### src/rtl/reg_issue_pkg.sv
// Shared encodings for the register-issue block: FSM states, instruction
// field positions and the opcode-class bit value.
package reg_issue_pkg;

  localparam int unsigned INSTR_W = 16;
  localparam int unsigned ADDR_W  = 3;
  localparam int unsigned OP_W    = 2;
  localparam int unsigned IMM_W   = 12;

  // instrWord[15] selects the instruction class
  localparam int unsigned CLASS_BIT   = 15;
  localparam logic        CLASS_LOADI = 1'b1;

  // ALU op fields
  localparam int unsigned OP_HI     = 14;
  localparam int unsigned OP_LO     = 13;
  localparam int unsigned ALU_RD_HI = 12;
  localparam int unsigned ALU_RD_LO = 10;
  localparam int unsigned RA_HI     = 9;
  localparam int unsigned RA_LO     = 7;
  localparam int unsigned RB_HI     = 6;
  localparam int unsigned RB_LO     = 4;

  // load-immediate fields
  localparam int unsigned LI_RD_HI = 14;
  localparam int unsigned LI_RD_LO = 12;
  localparam int unsigned IMM_HI   = 11;
  localparam int unsigned IMM_LO   = 0;

  typedef enum logic [1:0] {
    ST_IDLE = 2'd0,
    ST_EXEC = 2'd1,
    ST_WB   = 2'd2
  } state_t;

endpackage

### src/rtl/reg_issue_rf.sv
// General register file: two combinational read ports, one debug read port,
// one synchronous write port. Register 0 is hard-wired to zero.
//   rdAddrA/rdA_c, rdAddrB/rdB_c : operand read ports
//   dbgAddr/dbgData_c            : test read port
//   wrEn/wrAddr/wrData           : write port (writes to address 0 dropped)
module reg_issue_rf
  import reg_issue_pkg::*;
#(
  parameter int unsigned WIDTH = 16,
  parameter int unsigned NREGS = 8
) (
  input  logic              clk,
  input  logic              rst_n,
  input  logic [ADDR_W-1:0] rdAddrA,
  output logic [WIDTH-1:0]  rdA_c,
  input  logic [ADDR_W-1:0] rdAddrB,
  output logic [WIDTH-1:0]  rdB_c,
  input  logic [ADDR_W-1:0] dbgAddr,
  output logic [WIDTH-1:0]  dbgData_c,
  input  logic              wrEn,
  input  logic [ADDR_W-1:0] wrAddr,
  input  logic [WIDTH-1:0]  wrData
);

  logic [WIDTH-1:0] regs [NREGS];

  // storage; address 0 never written so it stays at its reset value of zero
  always_ff @(posedge clk or negedge rst_n) begin
    if (!rst_n) begin
      regs <= '{default: '0};
    end else if (wrEn && (wrAddr != '0)) begin
      regs[wrAddr] <= wrData;
    end
  end

  // read ports; zero forced for address 0 as well
  assign rdA_c     = (rdAddrA == '0) ? '0 : regs[rdAddrA];
  assign rdB_c     = (rdAddrB == '0) ? '0 : regs[rdAddrB];
  assign dbgData_c = (dbgAddr == '0) ? '0 : regs[dbgAddr];

endmodule

### src/rtl/reg_issue.sv
// Register-read / issue stage in front of an external combinational ALU.
// Accepts ALU ops (IDLE->EXEC->WB) and load-immediates (IDLE->WB), writes
// results back to the register file and pulses a write-back strobe.
//   instrValid/instrReady/instrWord : instruction handshake
//   rdDataA/rdDataB/opSelect        : registered ALU operands and op
//   outData                         : ALU result
//   wbValid/wbAddr/wbData           : registered write-back pulse
//   dbgAddr/dbgData                 : combinational register read for test
module reg_issue
  import reg_issue_pkg::*;
#(
  parameter int unsigned WIDTH = 16,
  parameter int unsigned NREGS = 8
) (
  input  logic               clk,
  input  logic               rst_n,
  input  logic               instrValid,
  output logic               instrReady,
  input  logic [INSTR_W-1:0] instrWord,
  output logic [WIDTH-1:0]   rdDataA,
  output logic [WIDTH-1:0]   rdDataB,
  output logic [OP_W-1:0]    opSelect,
  input  logic [WIDTH-1:0]   outData,
  output logic               wbValid,
  output logic [ADDR_W-1:0]  wbAddr,
  output logic [WIDTH-1:0]   wbData,
  input  logic [ADDR_W-1:0]  dbgAddr,
  output logic [WIDTH-1:0]   dbgData
);

  state_t            state;
  logic [ADDR_W-1:0] pendRd;

  logic              accept_c;
  logic              isLoadI_c;
  logic [OP_W-1:0]   opField;
  logic [ADDR_W-1:0] aluRd;
  logic [ADDR_W-1:0] raField;
  logic [ADDR_W-1:0] rbField;
  logic [ADDR_W-1:0] liRd;
  logic [WIDTH-1:0]  immExt;
  logic [WIDTH-1:0]  rfA;
  logic [WIDTH-1:0]  rfB;
  logic              rfWrEn;
  logic [ADDR_W-1:0] rfWrAddr;
  logic [WIDTH-1:0]  rfWrData;
  logic              unusedBits;

  // instruction decode
  assign accept_c  = instrValid && instrReady;
  assign isLoadI_c = (instrWord[CLASS_BIT] == CLASS_LOADI);
  assign opField   = instrWord[OP_HI:OP_LO];
  assign aluRd     = instrWord[ALU_RD_HI:ALU_RD_LO];
  assign raField   = instrWord[RA_HI:RA_LO];
  assign rbField   = instrWord[RB_HI:RB_LO];
  assign liRd      = instrWord[LI_RD_HI:LI_RD_LO];
  assign immExt    = WIDTH'(instrWord[IMM_HI:IMM_LO]);
  assign unusedBits = ^instrWord[RB_LO-1:0];

  // write port: ALU result in EXEC, immediate on a load-immediate accept
  always_comb begin
    rfWrEn   = 1'b0;
    rfWrAddr = pendRd;
    rfWrData = outData;
    if (state == ST_EXEC) begin
      rfWrEn = 1'b1;
    end else if ((state == ST_IDLE) && accept_c && isLoadI_c) begin
      rfWrEn   = 1'b1;
      rfWrAddr = liRd;
      rfWrData = immExt;
    end
  end

  reg_issue_rf #(
    .WIDTH (WIDTH),
    .NREGS (NREGS)
  ) u_rf (
    .clk       (clk),
    .rst_n     (rst_n),
    .rdAddrA   (raField),
    .rdA_c     (rfA),
    .rdAddrB   (rbField),
    .rdB_c     (rfB),
    .dbgAddr   (dbgAddr),
    .dbgData_c (dbgData),
    .wrEn      (rfWrEn),
    .wrAddr    (rfWrAddr),
    .wrData    (rfWrData)
  );

  // control FSM with registered outputs; instrReady mirrors state==IDLE
  always_ff @(posedge clk or negedge rst_n) begin
    if (!rst_n) begin
      state      <= ST_IDLE;
      instrReady <= 1'b1;
      rdDataA    <= '0;
      rdDataB    <= '0;
      opSelect   <= '0;
      pendRd     <= '0;
      wbValid    <= 1'b0;
      wbAddr     <= '0;
      wbData     <= '0;
    end else begin
      case (state)
        ST_IDLE: begin
          if (accept_c) begin
            instrReady <= 1'b0;
            if (isLoadI_c) begin
              wbValid <= 1'b1;
              wbAddr  <= liRd;
              wbData  <= immExt;
              state   <= ST_WB;
            end else begin
              // operands read before any write of this op lands
              rdDataA  <= rfA;
              rdDataB  <= rfB;
              opSelect <= opField;
              pendRd   <= aluRd;
              state    <= ST_EXEC;
            end
          end
        end
        ST_EXEC: begin
          wbValid <= 1'b1;
          wbAddr  <= pendRd;
          wbData  <= outData;
          state   <= ST_WB;
        end
        ST_WB: begin
          wbValid    <= 1'b0;
          instrReady <= 1'b1;
          state      <= ST_IDLE;
        end
        default: begin
          wbValid    <= 1'b0;
          instrReady <= 1'b1;
          state      <= ST_IDLE;
        end
      endcase
    end
  end

endmodule

### config.mk
export PLATFORM = sky130hd
export DESIGN_NAME = reg_issue
export DESIGN_NICKNAME = d
export VERILOG_FILES = /design/src/rtl/reg_issue_pkg.sv /design/src/rtl/reg_issue_rf.sv /design/src/rtl/reg_issue.sv
export SDC_FILE = /design/constraint.sdc
export NUM_CORES = 1
export LEC_CHECK = 0
export ABC_CLOCK_PERIOD_IN_PS = 3010
export CAP_MARGIN = 0
export CORE_ASPECT_RATIO = 2
export CORE_MARGIN = 2
export CORE_UTILIZATION = 57
export DETAILED_ROUTE_END_ITERATION = 16
export PLACE_DENSITY_LB_ADDON = 0.2
export SLEW_MARGIN = 30
export SYNTH_ARGS = -nofsm -noshare
export SYNTH_HDL_FRONTEND = slang
export SYNTH_HIERARCHICAL = 1
export SYNTH_SLANG_ARGS = --single-unit
### constraint.sdc
create_clock -name clk -period 3.01 [get_ports clk]
set_clock_uncertainty 0.15 [all_clocks]
set_input_delay 0.7525 -clock clk [delete_from_list [all_inputs] [get_ports clk]]
set_output_delay 0.7525 -clock clk [all_outputs]
set_load 0.005 [all_outputs]
Word level (Yosys, flattened, before mapping)
Cells that the tools add are included.
{"block": "op_classes", "magnitude_cmp": 5, "eq_ne": 3, "n_mux": 35, "bitwise_logic": 6, "reduce_logical": 15}
{"cell": "16-bit 2-to-1 mux", "count": 14}
{"cell": "16-bit binary-select mux with 3-bit select", "count": 3}
{"cell": "128-bit bitwise mux", "count": 1}
{"cell": "16-bit demux with 3-bit select", "count": 1}
{"cell": "16-bit one-hot mux with 2 select lines", "count": 1}
{"cell": "4-bit >= comparator (second input constant)", "count": 4}
{"cell": "3-bit NOT with 4-bit output", "count": 4}
{"cell": "3-bit 2-to-1 mux", "count": 4}
{"cell": "3-bit zero test", "count": 3}
{"cell": "3-bit one-hot mux with 2 select lines", "count": 1}
{"cell": "3-bit AND reduction", "count": 2}
{"cell": "1-bit logical AND", "count": 5}
{"cell": "1-bit 2-to-1 mux", "count": 5}
{"cell": "4-bit by 1-bit < comparator with 1-bit output (second input constant)", "count": 1}
{"cell": "2-bit 2-to-1 mux", "count": 2}
{"cell": "2-bit != test (second input constant)", "count": 2}
{"cell": "1-bit one-hot mux with 2 select lines", "count": 2}
{"cell": "2-bit one-hot mux with 2 select lines", "count": 1}
{"cell": "2-bit AND reduction", "count": 2}
{"cell": "3-bit nonzero test", "count": 1}
{"cell": "2-bit by 1-bit == test with 1-bit output (second input constant)", "count": 1}
{"cell": "2-bit zero test", "count": 1}
{"cell": "1-bit NOT", "count": 2}
{"cell": "2-bit nonzero test", "count": 1}
{"block": "word_totals", "register_bits": 188, "in_bits": 38, "output_inout_bits": 71, "wordCells": 81}

Depth between registers and ports, before layout
{"block": "depth", "depth_word": 11, "mapped_depth": 9, "mapped_depth_nobuf": 6}

Cells and area by module
Netlist, hierarchy kept.
{"mod": "reg_issue_rf", "n_inst": 1, "cells_per_inst": 564, "area_per_inst_um2": 7204.4, "seq_area_each_um2": 2802.7}
{"mod": "reg_issue", "n_inst": 1, "cells_per_inst": 189, "area_per_inst_um2": 2678.8, "seq_area_each_um2": 1502.7}

Worst setup path before layout
OpenSTA, ideal clock, no wires.
{"block": "synth_timing", "path_kind": "input-to-reg", "startpoint": "input port instrValid", "endpoint": "register u_rf/regs[85] (netlist bit)", "setup_ns": 0.125, "arrival_time_ns": 2.470, "slack_ns": 0.265, "path_stages": 8, "cell_sequence": "and4bb_1 nand2_2 mux2_2 buf_4 and4bb_1 buf_6 buf_6 mux2_4"}
{"block": "synth_via", "elab_chain_cells": 11, "elab_cells_between_ends": 18, "classes_between": "order compare: 2; mux: 9; bitwise: 1; reduce/logical: 6"}
{"element": "start, declared", "line_no": "reg_issue.sv:17", "source": "input logic instrValid,"}
{"element": "1-bit logical AND (*)", "line_no": "reg_issue.sv:50", "source": "assign accept_c = instrValid && instrReady;"}
{"element": "1-bit logical AND (*) (2 in series)", "line_no": "reg_issue.sv:67", "source": "end else if ((state == ST_IDLE) && accept_c && isLoadI_c) begin"}
{"element": "3-bit 2-to-1 mux (*)", "line_no": "reg_issue.sv:67"}
{"element": "3-bit 2-to-1 mux (*)", "line_no": "reg_issue.sv:65", "source": "if (state == ST_EXEC) begin"}
{"element": "net rfWrAddr[0]", "line_no": "reg_issue.sv:45", "source": "logic [ADDR_W-1:0] rfWrAddr;"}
{"element": "3-bit NOT with 4-bit output (implied by the code)", "line_no": "reg_issue_rf.sv:32", "source": "regs[wrAddr] <= wrData;"}
{"element": "4-bit >= comparator (implied by the code) / 4-bit by 1-bit < comparator with 1-bit output (equally long branches)", "line_no": "reg_issue_rf.sv:32"}
{"element": "1-bit logical AND (implied by the code)", "line_no": "reg_issue_rf.sv:32"}
{"element": "16-bit 2-to-1 mux (implied by the code)", "line_no": "reg_issue_rf.sv:32"}
{"element": "16-bit demux with 3-bit select", "line_no": "reg_issue_rf.sv:32"}
{"element": "128-bit bitwise mux", "line_no": "reg_issue_rf.sv:32"}
{"element": "end signal, assigned by index", "line_no": "reg_issue_rf.sv:32"}
{"element": "end, declared", "line_no": "reg_issue_rf.sv:25", "source": "logic [WIDTH-1:0] regs [NREGS];"}
Mark *: on every way through the listed nets, which the timed path passes. The rest lies on a longest branch.
A chain may end at the register's enable or synchronous reset.

Final worst setup path
{"block": "layout_timing", "startpoint": "input port dbgAddr[0]", "endpoint": "output port dbgData[9]"}
{"block": "layout_via", "elab_chain_cells": 5, "elab_cells_between_ends": 6, "classes_between": "mux: 4; bitwise: 1; reduce/logical: 1"}
{"element": "start, declared", "line_no": "reg_issue.sv:27", "source": "input logic [ADDR_W-1:0] dbgAddr,"}
{"element": "3-bit NOT with 4-bit output (implied by the code)", "line_no": "reg_issue_rf.sv:39", "source": "assign dbgData_c = (dbgAddr == '0) ? '0 : regs[dbgAddr];"}
{"element": "16-bit binary-select mux with 3-bit select", "line_no": "reg_issue_rf.sv:39"}
{"element": "16-bit 2-to-1 mux (implied by the code) (2 in series)", "line_no": "reg_issue_rf.sv:39"}
{"element": "16-bit 2-to-1 mux (*)", "line_no": "reg_issue_rf.sv:39"}
{"element": "end, declared", "line_no": "reg_issue.sv:28", "source": "output logic [WIDTH-1:0] dbgData"}
Every way passes the cells marked *; elsewhere a longest branch is shown, timed or not. The select of a mux whose other input is x is not followed.

==> flow_metrics.env <==
export IMPL_h_tree_depth=4
export IMPL_grt_pass1_vias=7776
export IMPL_status="finished clean"
export IMPL_track_usage=0.306
export IMPL_worstSetupPathType="in -> out"
export IMPL_grt_use_met2=0.512
export IMPL_ys_flop_type="dfrtp_1"
export IMPL_r2r_start="instrReady$_DFFE_PN1P_"
export IMPL_grt_max_degree=54
export IMPL_synth_cells=753
export IMPL_synth_yosys_seq_area_share=0.436
export IMPL_clkSlewWorstSetupHoldPaths_ns=0.06
export IMPL_worst_endpoint_required_ns=2.11
export IMPL_synth_top_cell_area_share=0.433
export IMPL_setup_slack_ns=0.0408
export IMPL_drc=0
export IMPL_ir_drop_uv=356
export IMPL_synth_top_cells_by_count="171 x dfrtp_1, 171 x mux2_2, 95 x mux2i_1, 75 x a221oi_1, 39 x mux2_4"
export IMPL_grt_overflow=0
export IMPL_synth_area_leader_cell="dfrtp_1"
export IMPL_synthTopCellsByArea="dfrtp_1 43%, mux2_2 19%, mux2i_1 9.6%"
export IMPL_core_sq_um=17100
export IMPL_rows=68
export IMPL_gp_congestion=0.933
export IMPL_drt_first_iter_violations=512
export IMPL_io_buffers=108
export IMPL_drt_pass1_iterations=5
export IMPL_rsz0062_at_grt="no"
export IMPL_met1_usage=0.387
export IMPL_yosysWarnings=6
export IMPL_start_util=0.578
export IMPL_r2r_slack_ns=0.55
export IMPL_setup_viol=0
export IMPL_hold_class="in -> async"
export IMPL_instances_no_fill=1122
export IMPL_clk_latency_ns=0.43
export IMPL_endpoint_kind="output port"
export IMPL_dp_slack_ns=-0.547
export IMPL_ant_nets=0
export IMPL_avgViaCountPerCell=6.61
export IMPL_holdBufCountCts=0
export IMPL_die_w_microns=97.1
export IMPL_crit_start="dbgAddr[0]"
export IMPL_p_leak_uw=0.00596
export IMPL_clock_fmax_mhz=337
export IMPL_synthToLayoutAreaGrowth_pct=26.1
export IMPL_fin_setup_tns_ns=0
export IMPL_synth_edff_count=0
export IMPL_diodes=0
export IMPL_holdWs_ns=0.111
export IMPL_synth_nets=791
export IMPL_fin_nets=937
export IMPL_worst_pin_slew_ns=0.880
export IMPL_top_usage_layer="met2"
export IMPL_met3_usage=0.0598
export IMPL_io_pins=109
export IMPL_clkSinkCount=172
export IMPL_final_layout_size_suffix_gt1_frac=0.420
export IMPL_yosysUniqueCellTypes=36
export IMPL_die_y_microns=190
export IMPL_vias=7412
export IMPL_crit_fanout=5
export IMPL_cts_buffers=17
export IMPL_powerDensity_nw_per_um2=413
export IMPL_place_inst=1082
export IMPL_drv_cap=0
export IMPL_grt_pass1_wl_microns=44200
export IMPL_hold_viol=0
export IMPL_wl_microns=27700
export IMPL_synthArstFlopShare=1.00
export IMPL_ys_seq_elements=172
export IMPL_crit_arrival_ns=2.07
export IMPL_slew_viol_final=0
export IMPL_fin_crit_ns=2.97
export IMPL_syn_area_sq_um=9880
export IMPL_startpoint_type="primary input"
export IMPL_cts_tree="done"
export IMPL_antenna_found_initial=0
export IMPL_slew_headroom=0.413
export IMPL_dp_hpwl_microns=18500
export IMPL_avgSynthCellArea_sq_um=13.1
export IMPL_wl_per_cell_microns=24.7
export IMPL_cts_root_buf="clkbuf_16"
export IMPL_cts_buffer_depth=2
export IMPL_dieArea_sq_um=18500
export IMPL_post_route_period_util=0.986
metal layers:
metal,vias up,part of all wire
li1,3228,-
met1,3773,0.40
met2,337,0.50
met3,74,0.063
met4,0,0.038
met5,-,0
kinds of logic (layout without fill, tap and decap cells):
logic type             after synthesis  in the layout  share of synthesized area
and+or+nand+nor                     45             45                     0.0380
buffers and inverters               78            237                     0.0556
DFF                                172            172                      0.436
AOI/OAI and AO/OA                  151            151                      0.118
muxes                              307            307                      0.353
cell usage in the layout (no fill, tap or decap), types with 4 or more instances in the layout:
cell               n
mux2_2           171
dfrtp_1          171
mux2i_1           94
clkdlybuf4s50_1   86
buf_4             67
a221oi_1          49
mux2_4            39
o21ai_0           27
a221oi_2          26
buf_12            20
nor2b_1           18
clkbuf_16         17
a211oi_1          17
a311oi_1          16
dlygate4sd2_1     11
buf_6              8
a22o_1             6
and2_1             5
inv_1              5
clkinvlp_4         5
buf_2              4
through the flow:
step,utilization,total power [uW],cell area [sq um]
5_1_grt,0.728,5300,12500
2_1_floorplan,-,2580,9880
3_3_place_gp,0.676,2840,11600
4_1_cts,0.726,5170,12400
6_report,0.728,5140,12500
3_5_place_dp,0.676,2850,11600
report_power, final:
group          leakage [uW]  internal [uW]  switching, uW
combinational       0.00327            232            298
sequential          0.00240           2310              0
clock              0.000286           1360            946
worst max-delay path, stage by stage:
cell	delay, ns
buf_8	0.11
bufbuf_16	0.26
mux2_2	0.34
a221oi_2	0.27
a221oi_2	0.06
dlygate4sd2_1	0.27
state kept, by name, indices dropped and copies added (netlist names):
signal      cells
opSelect        2
wbData         16
rdDataB        16
wbAddr          3
wbValid         1
state           2
rdDataA        16
pendRd          3
u_rf/regs     112
instrReady      1
timing repair:
action	4_1_cts	5_1_grt
cloned	1	0
setup endpoints to repair	16	6
gates resized for setup	61	9
pin swaps	6	2
buffers inserted	7	0
path summary, 6_finish.rpt:
check                                                   to  cells after the start
min in group clk                    rdDataB[1]$_DFFE_PN0P_                      1
worst min register to register      rdDataB[1]$_DFFE_PN0P_                      1
worst min-delay path                  state[1]$_DFFE_PN0N_                      1
worst max-delay path                            dbgData[9]                      6
worst max register to register  u_rf/regs[102]$_DFFE_PN0P_                      6
max in group asynchronous        u_rf/regs[85]$_DFFE_PN0P_                      2
cell type report:
cell class                 count  area [sq um]
tap                          210           263
clock buffer                  20           457
inverter                       5          18.8
fill                        1144          4640
sequential                   172          4310
multi-input combinational    503          5210
timing repair buffer         200          2040
clock inverter                12           159
No activity file was read; power rests on OpenSTA's default activity.
